[config.mk]
export PLATFORM = sky130hd
export DESIGN_NAME = hazard_ctrl_flat
export DESIGN_NICKNAME = d
export VERILOG_FILES = /design/src/rtl/hazard_if.sv /design/src/rtl/hazard_ctrl.sv /design/src/flat_wrapper.sv
export SDC_FILE = /design/constraint.sdc
export NUM_CORES = 1
export LEC_CHECK = 0
export ABC_AREA = 1
export CORE_AREA = 4 4 71 73
export DETAILED_ROUTE_END_ITERATION = 16
export DIE_AREA = 0 0 75 77
export DONT_BUFFER_PORTS = 1
export PLACE_DENSITY = 0.74
export RECOVER_POWER = 50
export SLEW_MARGIN = 40
export SYNTH_ARGS = -nofsm -noshare
export SYNTH_HDL_FRONTEND = slang
export SYNTH_SLANG_ARGS = --single-unit
[constraint.sdc]
create_clock -name clk -period 2.2 [get_ports clk]
set_input_delay 0.22 -clock clk [delete_from_list [all_inputs] [get_ports clk]]
set_output_delay 0.22 -clock clk [all_outputs]
set_load 0.03 [all_outputs]
[src/rtl/hazard_if.sv]
// Decode-info / hazard-control bundle between the pipeline instruction coder and hazard_ctrl.
// The coder side uses master; hazard_ctrl uses slave.
interface hazard_if;
    logic       tuse_rs0;
    logic       tuse_rs1;
    logic       tuse_rt0;
    logic       tuse_rt1;
    logic       tuse_rt2;
    logic [4:0] a1_d;
    logic [4:0] a2_d;
    logic [4:0] a1_e;
    logic [4:0] a2_e;
    logic [4:0] a3_e;
    logic [4:0] a2_m;
    logic [4:0] a3_m;
    logic [4:0] a3_w;
    logic [1:0] res_e;
    logic [1:0] res_m;
    logic [1:0] res_w;
    logic       md_start_e;
    logic       md_is_div_e;
    logic       md_use_d;

    logic        stall;
    logic [1:0]  fwd_rs_d;
    logic [1:0]  fwd_rt_d;
    logic [1:0]  fwd_rs_e;
    logic [1:0]  fwd_rt_e;
    logic        fwd_rt_m;
    logic        md_busy;
    logic [15:0] stall_cnt;

    modport master (
        output tuse_rs0, tuse_rs1, tuse_rt0, tuse_rt1, tuse_rt2,
        output a1_d, a2_d, a1_e, a2_e, a3_e, a2_m, a3_m, a3_w,
        output res_e, res_m, res_w,
        output md_start_e, md_is_div_e, md_use_d,
        input  stall, fwd_rs_d, fwd_rt_d, fwd_rs_e, fwd_rt_e, fwd_rt_m,
        input  md_busy, stall_cnt
    );

    modport slave (
        input  tuse_rs0, tuse_rs1, tuse_rt0, tuse_rt1, tuse_rt2,
        input  a1_d, a2_d, a1_e, a2_e, a3_e, a2_m, a3_m, a3_w,
        input  res_e, res_m, res_w,
        input  md_start_e, md_is_div_e, md_use_d,
        output stall, fwd_rs_d, fwd_rt_d, fwd_rs_e, fwd_rt_e, fwd_rt_m,
        output md_busy, stall_cnt
    );
endinterface

[src/rtl/hazard_ctrl.sv]
// Stall and forwarding control for the 5-stage MIPS pipeline, plus the HI/LO busy timer
// and a saturating stall-cycle counter.
module hazard_ctrl #(
    parameter int unsigned MULT_CYC = 5,
    parameter int unsigned DIV_CYC  = 10,
    parameter int unsigned CNT_W    = 4
) (
    input logic     clk,
    input logic     reset,
    hazard_if.slave bus
);

    localparam logic [1:0] ResNone = 2'b00;
    localparam logic [1:0] ResAlu  = 2'b01;
    localparam logic [1:0] ResDm   = 2'b10;
    localparam logic [1:0] ResPc   = 2'b11;

    localparam logic [1:0] FwdReg  = 2'b00;
    localparam logic [1:0] FwdM    = 2'b01;
    localparam logic [1:0] FwdW    = 2'b10;
    localparam logic [1:0] FwdEPc  = 2'b11;

    // Register $0 is hardwired, so it never takes part in a dependency.
    function automatic logic hit(input logic [4:0] a, input logic [4:0] b);
        return (a == b) && (a != 5'd0);
    endfunction

    function automatic logic src_stall(
        input logic       used,
        input logic [1:0] tuse,
        input logic [4:0] a,
        input logic [4:0] a3_e,
        input logic [1:0] tnew_e,
        input logic [4:0] a3_m,
        input logic [1:0] tnew_m
    );
        return used && ((hit(a, a3_e) && (tnew_e > tuse)) ||
                        (hit(a, a3_m) && (tnew_m > tuse)));
    endfunction

    // A dm result sitting in M is deliberately not a forwarding source.
    function automatic logic m_fwdable(input logic [1:0] res);
        return (res == ResAlu) || (res == ResPc);
    endfunction

    function automatic logic [1:0] fwd_e_sel(
        input logic [4:0] a,
        input logic [4:0] a3_m,
        input logic [1:0] res_m,
        input logic [4:0] a3_w,
        input logic [1:0] res_w
    );
        logic [1:0] sel;
        sel = FwdReg;
        if (hit(a, a3_m) && m_fwdable(res_m)) begin
            sel = FwdM;
        end else if (hit(a, a3_w) && (res_w != ResNone)) begin
            sel = FwdW;
        end
        return sel;
    endfunction

    function automatic logic [1:0] fwd_d_sel(
        input logic [4:0] a,
        input logic [4:0] a3_e,
        input logic [1:0] res_e,
        input logic [4:0] a3_m,
        input logic [1:0] res_m,
        input logic [4:0] a3_w,
        input logic [1:0] res_w
    );
        logic [1:0] sel;
        if (hit(a, a3_e) && (res_e == ResPc)) begin
            sel = FwdEPc;
        end else begin
            sel = fwd_e_sel(a, a3_m, res_m, a3_w, res_w);
        end
        return sel;
    endfunction

    logic [1:0]       tnew_e;
    logic [1:0]       tnew_m;
    logic             rs_used;
    logic [1:0]       rs_tuse;
    logic             rt_used;
    logic [1:0]       rt_tuse;
    logic             data_stall;
    logic             md_stall;
    logic             stall_w;
    logic [CNT_W-1:0] md_cnt_q;
    logic [CNT_W-1:0] md_cnt_d;
    logic [15:0]      stall_cnt_q;
    logic [15:0]      stall_cnt_d;

    always_comb begin
        tnew_e = 2'd0;
        unique case (bus.res_e)
            ResAlu:  tnew_e = 2'd1;
            ResDm:   tnew_e = 2'd2;
            default: tnew_e = 2'd0;
        endcase
        tnew_m = (bus.res_m == ResDm) ? 2'd1 : 2'd0;
    end

    always_comb begin
        rs_used = bus.tuse_rs0 | bus.tuse_rs1;
        rs_tuse = bus.tuse_rs0 ? 2'd0 : 2'd1;
        rt_used = bus.tuse_rt0 | bus.tuse_rt1 | bus.tuse_rt2;
        if (bus.tuse_rt0) begin
            rt_tuse = 2'd0;
        end else if (bus.tuse_rt1) begin
            rt_tuse = 2'd1;
        end else begin
            rt_tuse = 2'd2;
        end
    end

    always_comb begin
        data_stall = src_stall(rs_used, rs_tuse, bus.a1_d, bus.a3_e, tnew_e, bus.a3_m, tnew_m) |
                     src_stall(rt_used, rt_tuse, bus.a2_d, bus.a3_e, tnew_e, bus.a3_m, tnew_m);
        md_stall   = bus.md_use_d & ((md_cnt_q != '0) | bus.md_start_e);
        stall_w    = data_stall | md_stall;
    end

    assign bus.stall    = stall_w;
    assign bus.fwd_rs_d = fwd_d_sel(bus.a1_d, bus.a3_e, bus.res_e, bus.a3_m, bus.res_m,
                                    bus.a3_w, bus.res_w);
    assign bus.fwd_rt_d = fwd_d_sel(bus.a2_d, bus.a3_e, bus.res_e, bus.a3_m, bus.res_m,
                                    bus.a3_w, bus.res_w);
    assign bus.fwd_rs_e = fwd_e_sel(bus.a1_e, bus.a3_m, bus.res_m, bus.a3_w, bus.res_w);
    assign bus.fwd_rt_e = fwd_e_sel(bus.a2_e, bus.a3_m, bus.res_m, bus.a3_w, bus.res_w);
    assign bus.fwd_rt_m = hit(bus.a2_m, bus.a3_w) && (bus.res_w != ResNone);

    // Busy timer runs regardless of stall; a new start simply reloads it.
    always_comb begin
        md_cnt_d = md_cnt_q;
        if (bus.md_start_e) begin
            md_cnt_d = bus.md_is_div_e ? CNT_W'(DIV_CYC) : CNT_W'(MULT_CYC);
        end else if (md_cnt_q != '0) begin
            md_cnt_d = md_cnt_q - 1'b1;
        end
    end

    always_comb begin
        stall_cnt_d = stall_cnt_q;
        if (stall_w && (stall_cnt_q != 16'hFFFF)) begin
            stall_cnt_d = stall_cnt_q + 16'd1;
        end
    end

    always_ff @(posedge clk) begin
        if (reset) begin
            md_cnt_q    <= '0;
            stall_cnt_q <= '0;
        end else begin
            md_cnt_q    <= md_cnt_d;
            stall_cnt_q <= stall_cnt_d;
        end
    end

    assign bus.md_busy   = (md_cnt_q != '0);
    assign bus.stall_cnt = stall_cnt_q;

endmodule

[src/flat_wrapper.sv]
// flat-port wrapper written by rule: the top's interface ports become plain ports
module hazard_ctrl_flat 
#(
    parameter int unsigned MULT_CYC = 5,
    parameter int unsigned DIV_CYC  = 10,
    parameter int unsigned CNT_W    = 4
)
  (clk, reset, bus_tuse_rs0, bus_tuse_rs1, bus_tuse_rt0, bus_tuse_rt1, bus_tuse_rt2, bus_a1_d, bus_a2_d, bus_a1_e, bus_a2_e, bus_a3_e, bus_a2_m, bus_a3_m, bus_a3_w, bus_res_e, bus_res_m, bus_res_w, bus_md_start_e, bus_md_is_div_e, bus_md_use_d, bus_stall, bus_fwd_rs_d, bus_fwd_rt_d, bus_fwd_rs_e, bus_fwd_rt_e, bus_fwd_rt_m, bus_md_busy, bus_stall_cnt);
  hazard_if bus_i ();
  input logic clk;
  input logic reset;
  input wire logic [$bits(bus_i.tuse_rs0)-1:0] bus_tuse_rs0;
  input wire logic [$bits(bus_i.tuse_rs1)-1:0] bus_tuse_rs1;
  input wire logic [$bits(bus_i.tuse_rt0)-1:0] bus_tuse_rt0;
  input wire logic [$bits(bus_i.tuse_rt1)-1:0] bus_tuse_rt1;
  input wire logic [$bits(bus_i.tuse_rt2)-1:0] bus_tuse_rt2;
  input wire logic [$bits(bus_i.a1_d)-1:0] bus_a1_d;
  input wire logic [$bits(bus_i.a2_d)-1:0] bus_a2_d;
  input wire logic [$bits(bus_i.a1_e)-1:0] bus_a1_e;
  input wire logic [$bits(bus_i.a2_e)-1:0] bus_a2_e;
  input wire logic [$bits(bus_i.a3_e)-1:0] bus_a3_e;
  input wire logic [$bits(bus_i.a2_m)-1:0] bus_a2_m;
  input wire logic [$bits(bus_i.a3_m)-1:0] bus_a3_m;
  input wire logic [$bits(bus_i.a3_w)-1:0] bus_a3_w;
  input wire logic [$bits(bus_i.res_e)-1:0] bus_res_e;
  input wire logic [$bits(bus_i.res_m)-1:0] bus_res_m;
  input wire logic [$bits(bus_i.res_w)-1:0] bus_res_w;
  input wire logic [$bits(bus_i.md_start_e)-1:0] bus_md_start_e;
  input wire logic [$bits(bus_i.md_is_div_e)-1:0] bus_md_is_div_e;
  input wire logic [$bits(bus_i.md_use_d)-1:0] bus_md_use_d;
  output wire logic [$bits(bus_i.stall)-1:0] bus_stall;
  output wire logic [$bits(bus_i.fwd_rs_d)-1:0] bus_fwd_rs_d;
  output wire logic [$bits(bus_i.fwd_rt_d)-1:0] bus_fwd_rt_d;
  output wire logic [$bits(bus_i.fwd_rs_e)-1:0] bus_fwd_rs_e;
  output wire logic [$bits(bus_i.fwd_rt_e)-1:0] bus_fwd_rt_e;
  output wire logic [$bits(bus_i.fwd_rt_m)-1:0] bus_fwd_rt_m;
  output wire logic [$bits(bus_i.md_busy)-1:0] bus_md_busy;
  output wire logic [$bits(bus_i.stall_cnt)-1:0] bus_stall_cnt;
  assign bus_i.tuse_rs0 = bus_tuse_rs0;
  assign bus_i.tuse_rs1 = bus_tuse_rs1;
  assign bus_i.tuse_rt0 = bus_tuse_rt0;
  assign bus_i.tuse_rt1 = bus_tuse_rt1;
  assign bus_i.tuse_rt2 = bus_tuse_rt2;
  assign bus_i.a1_d = bus_a1_d;
  assign bus_i.a2_d = bus_a2_d;
  assign bus_i.a1_e = bus_a1_e;
  assign bus_i.a2_e = bus_a2_e;
  assign bus_i.a3_e = bus_a3_e;
  assign bus_i.a2_m = bus_a2_m;
  assign bus_i.a3_m = bus_a3_m;
  assign bus_i.a3_w = bus_a3_w;
  assign bus_i.res_e = bus_res_e;
  assign bus_i.res_m = bus_res_m;
  assign bus_i.res_w = bus_res_w;
  assign bus_i.md_start_e = bus_md_start_e;
  assign bus_i.md_is_div_e = bus_md_is_div_e;
  assign bus_i.md_use_d = bus_md_use_d;
  assign bus_stall = bus_i.stall;
  assign bus_fwd_rs_d = bus_i.fwd_rs_d;
  assign bus_fwd_rt_d = bus_i.fwd_rt_d;
  assign bus_fwd_rs_e = bus_i.fwd_rs_e;
  assign bus_fwd_rt_e = bus_i.fwd_rt_e;
  assign bus_fwd_rt_m = bus_i.fwd_rt_m;
  assign bus_md_busy = bus_i.md_busy;
  assign bus_stall_cnt = bus_i.stall_cnt;
  hazard_ctrl #(.MULT_CYC(MULT_CYC), .DIV_CYC(DIV_CYC), .CNT_W(CNT_W)) u_core (.clk(clk), .reset(reset), .bus(bus_i));
endmodule
# After elaboration in Yosys (flattened, before gate mapping)
# Index checks and enable logic that the tools add are counted.
[totals]
register_bits = 20
latchBits = 0
ramBits = 0
romBits = 0
in_bits = 56
out_inout_bits = 27
word_cells = 91
n_memories = 0
[classes]
n_addsub = 2
n_mul = 0
div_mod_pow = 0
n_lt_le_gt_ge = 4
eq_ne = 18
shifts = 0
mux = 18
bitwise = 7
reduce_logical = 40
[op_table]
columns = ["cell", "n"]
rows = [
  ["$eq 5x5->1", 11],
  ["$logic_and 1x1->1", 29],
  ["$reduce_bool 5->1", 5],
  ["$mux 2", 12],
  ["$add 16x1->16 const B", 1],
  ["$ne 16x16->1 const B", 1],
  ["$mux 4", 3],
  ["$eq 2x2->1 const B", 4],
  ["$gt 2x2->1", 4],
  ["$or 1x1->1", 6],
  ["$eq 2x1->1 const B", 2],
  ["$pmux 2 s2", 1],
  ["$reduce_bool 2->1", 2],
  ["$reduce_bool 4->1", 1],
  ["$sub 4x1->4 const B", 1],
  ["$logic_or 1x1->1", 3],
  ["$mux 1", 2],
  ["$and 1x1->1", 1],
]

# Longest topological paths before layout
# Gate-level depths: netlist of run 1.
[logic_depth]
ltp_word = 9
depth_mapped = 15
mapped_depth_nobuf = 14

# Worst setup path before layout of run 1
# No wires, ideal clock.
[synth_path]
path_kind = "input to output"
start = "input bus_a3_m[4]"
end = "output bus_fwd_rt_e[1]"
arrival_ps = 2100
required_ps = 1980
slack_ps = -120
stages = 5
path_buffers = 0
cell_sequence = "or2_2 -> a21oi_1 -> o2111ai_1 -> nor4_1 -> nor2_1"
[synth_via]
elab_chain_len = 4
[synth_lines]
columns = ["element", "line", "source"]
rows = [
  ["start, declared", "flat_wrapper.sv:23", "input wire logic [$bits(bus_i.a3_m)-1:0] bus_a3_m;"],
  ["$eq 5x5->1", "hazard_ctrl.sv:25", "return (a == b) && (a != 5'd0);"],
  ["$logic_and 1x1->1", "hazard_ctrl.sv:25", ""],
  ["$logic_and 1x1->1", "hazard_ctrl.sv:55", "if (hit(a, a3_m) && m_fwdable(res_m)) begin"],
  ["$mux 2", "hazard_ctrl.sv:55", ""],
  ["end, declared", "flat_wrapper.sv:35", "output wire logic [$bits(bus_i.fwd_rt_e)-1:0] bus_fwd_rt_e;"],
]
# Every way passes these cells.

# Final worst setup path of run 1
[layout_path]
start = "register u_core.md_cnt_q[0]"
end = "output bus_stall"
[layout_via]
elab_chain_len = 4
[layout_lines]
columns = ["element", "line", "source"]
rows = [
  ["start, declared", "hazard_ctrl.sv:90", "logic [CNT_W-1:0] md_cnt_q;"],
  ["start signal, assigned", "hazard_ctrl.sv:156", "md_cnt_q <= md_cnt_d;"],
  ["$reduce_bool 4->1", "hazard_ctrl.sv:121", "md_stall = bus.md_use_d & ((md_cnt_q != '0) | bus.md_start_e);"],
  ["$or 1x1->1", "hazard_ctrl.sv:121", ""],
  ["$and 1x1->1", "hazard_ctrl.sv:121", ""],
  ["$or 1x1->1", "hazard_ctrl.sv:122", "stall_w = data_stall | md_stall;"],
  ["end, declared", "flat_wrapper.sv:31", "output wire logic [$bits(bus_i.stall)-1:0] bus_stall;"],
]
# Every way passes these cells.

==> metrics.md, run 1 <==
| Metric | Value |
|---|---|
| Max Slew Vio Count | `0` |
| Worst slew margin | `between 60% and 70%` |
| Clock tree buffer depth | `2` |
| Placeable Area | `about 4400 um^2` |
| Sink Count | `20` |
| Critical Path Fanout Max | `31` |
| Vias/cell | `5.38` |
| Worst-margin pin slew | `0.585 ns` |
| Grt total ovfl | `0` |
| I/O Pins | `a little over 80` |
| Clock root buffer | `clkbuf_8` |
| Number of synthesized flops with an enable pin | `0` |
| Die H | `77 um` |
| Remaining DRCs | `0` |
| Total track usage | `20.0%` |
| WS Path Type | `flip-flop to primary output` |
| Via count | `2,329` |
| H-tree Lvls | `1` |
| Post-layout min period | `2.06 ns` |
| Clock transition at path regs | `~0.070 ns` |
| YS warnings | `0` |
| Crit path launch type | `flip-flop` |
| Final core occ | `53.9%` |
| Clk_lat worst skew | `0.26 ns` |
| Critical Path Sink | `bus_stall` |
| GPL Wtd Cong | `0.882` |
| Ant diodes | `0` |
| Post-synthesis sequential area ratio | `between 10% and 20%` |
| I/O Buffers | `0` |
| Final Hold Viols | `0` |
| Cells after DPL | `between 400 and 500` |
| First-pass detailed-route iteration total | `4` |
| Leakage Power | `1.05 nW` |
| Worst r2r src | `u_core.bus.stall_cnt[0]` |
| VDD IR-drop max | `between 0.0002 and 0.00025 V` |
| Yosys reg bits | `20` |
| Final Setup Violations | `0` |
| Combinational power share | `34.0%` |
| Asr flop ratio synth | `0%` |
| Most frequent cells in the layout | `87 x nand2_1, 58 x nor2_1, 40 x inv_1` |
| Sw power | `0.000321 W` |
| Sw Ratio | `33.6%` |
| Final Skew | `0.00726 ns` |
| CP Data Required Time | `1.98 ns` |
| Die area | `5780 um^2` |
| Layout cell share with drive strength beyond 1 | `8.14%` |
| Total power | `0.000954 W` |
| Worst min-delay path startpoint | `reset` |
| CP endpoint kind | `primary output` |
| Most common cell after layout, fill and taps aside | `nand2_1` |
| Design Area, Final | `2350 um^2` |
| Fill cell count | `478` |
| Reg2reg end | `u_core.bus.stall_cnt[15]` |
| Hold Buf Count CTS | `0` |
| Sequential share of power | `40.7%` |
| Wire length per cell | `~13 um` |
| Antenna viol nets, final | `0` |
| Internal power | `0.000633 W` |
| Hold Path Class | `primary input to flip-flop` |
| Clock power frac | `25.2%` |
| Initial antenna violation count | `0` |
| Number of global-route vias before repair | `2,156` |
| Gate Count Post-Synth | `361` |
| Largest stage delay, worst path | `0.32 ns` |
| Largest net degree at the start of global routing | `32` |
| Crit path DAT | `1.84 ns` |
| CTS buffer count | `3` |
| FP Rows | `24` |
| MaxCap Viol Count | `0` |
| Post-Syn Area | `2150 um^2` |
| Crit path launch | `u_core.md_cnt_q[0]` |
| Starting Density | `between 40% and 50%` |
| Syn nets | `between 400 and 500` |
| Net count, final | `approximately 450` |
| Cells on worst reg2reg path | `9` |
| Initial drt markers | `115` |
| Crit-path slowest cell | `dfxtp_1` |
| Die width | `75 um` |
| Run status | `completed` |
| Area Overhead vs Synth | `9.08%` |
| Synth cell types | `34` |
| First-pass GRT wire length | `about 9500 um` |
| Mean Syn Cell Area | `around 6.0 um^2` |
| R2r setup slk | `about 0.26 ns` |
| Prevailing post-synth register cell | `dfxtp_1` |
| Crit-path cells | `inv_1 -> ha_1 -> nand3_1 -> nor2_2 -> inv_1 -> nand2_1 -> nand2_1 -> nor2_4 -> nand2_8 -> buf_4` |
| CTS tree | `built` |
| Hpwl dp | `4690 um` |
| Tcrit/Tclk final | `93.5%` |
| FMAX | `0.486 GHz` |
| PwrDens | `407 nW/um^2` |
| Post-Route WL | `about 5700 um` |
| Final Non-Filler Cells | `433` |
| Placed cell area | `roughly 2300 um^2` |
## stage by stage
step / hold WS, ns / setup TNS (ns) / setup WS, ns
2_1_floorplan: 0.287 / 0 / 0.0796
3_3_place_gp: 0.288 / 0 / 0.428
3_5_place_dp: 0.291 / 0 / 0.338
4_1_cts: 0.0158 / 0 / 0.0506
5_1_grt: 0.0117 / -0.0285 / -0.0285
6_report: 0.0220 / 0 / 0.144
## worst max-delay path, delay by kind of cell, from the launching register on
kind | cells | cell delay (ns)
DFF | 1 | 0.32
buffers and inverters | 3 | 0.38
adders and majority gates | 1 | 0.16
and+or+nand+nor | 6 | 0.71
## power groups by stage
stage          Sequential, W  Clock [W]  Combinational (W)
3_3_place_gp        0.000396          0           0.000311
6_report            0.000389   0.000240           0.000325
2_1_floorplan       0.000409          0           0.000260
3_5_place_dp        0.000397          0           0.000319
5_1_grt             0.000390   0.000265           0.000371
4_1_cts             0.000389   0.000249           0.000320
## how the worst min path moves through the flow
| stage | to | slack, ns | cells past startpoint |
|---|---|---|---|
| after floorplan | u_core.bus.stall_cnt[13] | 0.29 | 1 |
| after global placement | u_core.bus.stall_cnt[13] | 0.29 | 1 |
| after detailed placement | u_core.bus.stall_cnt[13] | 0.29 | 1 |
| after CTS | u_core.bus.stall_cnt[13] | 0.02 | 1 |
| after global routing | u_core.bus.stall_cnt[13] | 0.01 | 1 |
| final | u_core.bus.stall_cnt[13] | 0.02 | 1 |
## area by class of cell
type	instances	area (um^2)	share of cell area, %
inverter	43	164	6.99
tap	52	65.1	2.77
clock buffer	3	41.3	1.76
sequential	20	400	17.1
timing repair buffer	23	109	4.64
multi-input combinational	292	1570	66.8
## flip-flops by register name, summed over array words and instances, names as in the netlist
signal,cells
u_core.md_cnt_q,4
u_core.bus.stall_cnt,16
## logic make-up after synthesis
logic type | count (synthesis) | share of synthesized area, %
AO/OA/AOI/OAI | 39 | 10.4
adder cells (fa/ha/maj) | 6 | 3.49
XOR/XNOR | 30 | 12.2
AND/OR/NAND/NOR | 217 | 45.7
flip-flops | 20 | 18.6
buffers and inverters | 49 | 9.60
## per-layer routing
layer / up-vias / GRT usage [%] / part of all wire [%]
met5: - / 0 / 0
met2: 64 / 33.4 / 47
li1: 1211 / - / -
met4: 0 / 3.20 / 0.51
met3: 4 / 6.54 / 8.4
met1: 1050 / 25.1 / 44
## synthesized netlist by cell type (2+ instances only)
cell type  count  area share, %
a21oi_1       23            5.4
nor2_1        59             10
a211oi_1       4            1.4
or2_2          3           0.87
nand4_1        7            2.0
o211ai_1       3            1.0
nor4_1         8            2.3
nor3_1         6            1.4
nand3_1       29            6.7
ha_1           6            3.5
nand2_4        2            1.0
nor2_2         6            1.7
o22ai_1        3           0.87
clkbuf_1       2           0.35
buf_6          2            1.0
inv_1         40            7.0
nand2_1       87             15
xnor2_1       19            7.7
nor3b_1        2           0.70
dfxtp_1       20             19
o21ai_0        4           0.93
nand2_2        4            1.2
xor2_1        11            4.5
## timing repair
item                       in CTS  in global routing
resized for setup               0                  3
setup endpoints to repair       0                  1
setup buffers                   0                  1
No activity file was read; power rests on OpenSTA's default activity.
==> inputs of run 2 (changes only) <==
Settings changed: RECOVER_POWER 50 to 25.
==> run 2 against run 1 <==
Sequential cell count stayed put. Clock power about the same. Sequential power about the same. Combinational power hardly changed. Critical path depth did not move. First-iteration DRC count decreased by 7.0%. Largest power group unchanged.
==> metrics.md, run 2 (synthesis gave the netlist of run 1 again) <==
| Metric | Value |
|---|---|
| Grt total ovfl | `0` |
| Remaining DRCs | `0` |
| Final Setup Violations | `0` |
| Multi-input gate area | `1570 um^2` |
| Clk_lat worst skew | `0.26 ns` |
| Most common cell after layout, fill and taps aside | `nand2_1` |
| Ant diodes | `0` |
| Die H | `77 um` |
| Fill cell count | `470` |
| CP endpoint kind | `primary output` |
| Final Skew | `0.00813 ns` |
| Leakage Power | `around 1.1 nW` |
| Sink Count | `20` |
| Total track usage | `between 20% and 30%` |
| Number of global-route vias before repair | `~2.2k` |
| Final Non-Filler Cells | `433` |
| Initial antenna violation count | `0` |
| First-pass GRT wire length | `9470 um` |
| FP Rows | `24` |
| WS Path Type | `flip-flop to primary output` |
| GPL Wtd Cong | `0.882` |
| Clock root buffer | `clkbuf_8` |
| Antenna viol nets, final | `0` |
| Area Overhead vs Synth | `10.1%` |
| Run status | `completed` |
| Clock tree buffer depth | `2` |
| R2r setup slk | `0.28 ns` |
| Max Slew Vio Count | `0` |
| Worst r2r src | `u_core.bus.stall_cnt[0]` |
| Initial drt markers | `between 100 and 150` |
| FMAX | `0.485 GHz` |
| Die area | `5780 um^2` |
| Crit-path slowest cell | `dfxtp_1` |
| Final Hold Viols | `0` |
| H-tree Lvls | `1` |
| CP Data Required Time | `between 1.5 and 2 ns` |
| VDD IR-drop max | `0.000238 V` |
| Hpwl dp | `4690 um` |
| Largest net degree at the start of global routing | `32` |
| Critical Path Fanout Max | `31` |
| Worst min-delay path startpoint | `reset` |
| Clock transition at path regs | `0.07 ns` |
| Design Area, Final | `roughly 2400 um^2` |
| Tcrit/Tclk final | `93.6%` |
| First-pass detailed-route iteration total | `4` |
| Total power | `0.000956 W` |
| Wire length per cell | `13.3 um` |
| Setup TNS | `0 ns` |
| I/O Pins | `83` |
| Layout cell share with drive strength beyond 1 | `approximately 10%` |
| Hold Path Class | `primary input to flip-flop` |
| Placeable Area | `between 4000 and 5000 um^2` |
| I/O Buffers | `0` |
| Die width | `75 um` |
| Seq. cell area | `400 um^2` |
| Hold Path Stages | `1` |
| Largest register FFs | `16` |
| Reg2reg end | `u_core.bus.stall_cnt[15]` |
| PwrDens | `404 nW/um^2` |
| CTS buffer count | `3` |
| CTS tree | `built` |
| Post-Route WL | `5750 um` |
| Worst-margin pin slew | `0.589 ns` |
| Crit path DAT | `1.84 ns` |
| Crit-path cells | `inv_1 -> ha_1 -> nand3_1 -> nor2_2 -> inv_1 -> nand2_1 -> nand2_1 -> nor2_4 -> nand2_8 -> buf_4` |
| Worst slew margin | `60.7%` |
| MaxCap Viol Count | `0` |
| Vias/cell | `5.45` |
| Placed cell area | `2340 um^2` |
| Post-layout min period | `2.06 ns` |
| Worst Hold Endpoint | `u_core.bus.stall_cnt[13]` |
| Most frequent cells in the layout | `87 x nand2_1, 58 x nor2_1, 40 x inv_1` |
| Cells on worst reg2reg path | `9` |
| Net count, final | `445` |
| Starting Density | `between 40% and 50%` |
| Largest stage delay, worst path | `roughly 0.32 ns` |
| Crit path launch type | `flip-flop` |
| Via count | `2,360` |
| Cells after DPL | `429` |
## run 2: cell types whose count changed in the layout (fill, tap and decap cells not counted), sizes merged
| cell | change |
|---|---|
| buf | +6 |
| clkbuf | -6 |
## run 2: cell type report
cell class | count | area share (%)
flip-flops and latches | 20 | 16.9
inverters | 43 | 6.92
repair buffers | 23 | 5.55
clock buffers | 3 | 1.74
well taps | 52 | 2.75
multi-input cells | 292 | 66.1
## run 2: through the flow
| step | hold WS, ns | worst slack (ns) | utilization (%) |
|---|---|---|---|
| 2_1_floorplan | 0.287 | 0.0796 | - |
| 3_3_place_gp | 0.288 | 0.428 | 53.9 |
| 3_5_place_dp | 0.291 | 0.338 | 53.9 |
| 4_1_cts | 0.0158 | 0.0506 | 54.8 |
| 5_1_grt | 0.0117 | -0.0285 | 54.4 |
| 6_report | 0.0222 | 0.140 | 54.4 |
## run 2: what timing repair did
item	4_1_cts	5_1_grt
hold buffers	0	0
setup buffers	0	1
hold endpoints to repair	0	0
setup endpoints to repair	0	1
resized for setup	0	3
## run 2: worst max path at each step
stage	start	cells after the start	to	slack, ns
6_report	u_core.md_cnt_q[0]	10	bus_stall	0.14
5_1_grt	u_core.md_cnt_q[0]	10	bus_stall	-0.03
4_1_cts	u_core.md_cnt_q[0]	10	bus_stall	0.05
3_5_place_dp	u_core.md_cnt_q[0]	10	bus_stall	0.34
3_3_place_gp	u_core.md_cnt_q[0]	10	bus_stall	0.43
2_1_floorplan	bus_a3_m[0]	5	bus_fwd_rs_e[1]	0.08
## run 2: critical path: cells and delay by family (launching register included)
family,cells,cell delay (ns)
fa+ha+maj,1,0.16
buf+inv,3,0.39
flops,1,0.32
simple gates,6,0.72
## run 2: power breakdown
group / switching [W] / internal, W / total [W]
sequential: 0.0000107 / 0.000378 / 0.000388
combinational: 0.000192 / 0.000134 / 0.000326
clock: 0.000119 / 0.000122 / 0.000241
total: 0.000322 / 0.000634 / 0.000956
## run 2: per-layer routing
metal  vias to the layer above  GRT usage (%)  wire length (um)
met4                         0           3.20                29
met3                         4           6.54               503
li1                       1214              -                 -
met2                        73           33.4              2710
met1                      1069           25.1              2500
met5                         -              0                 0
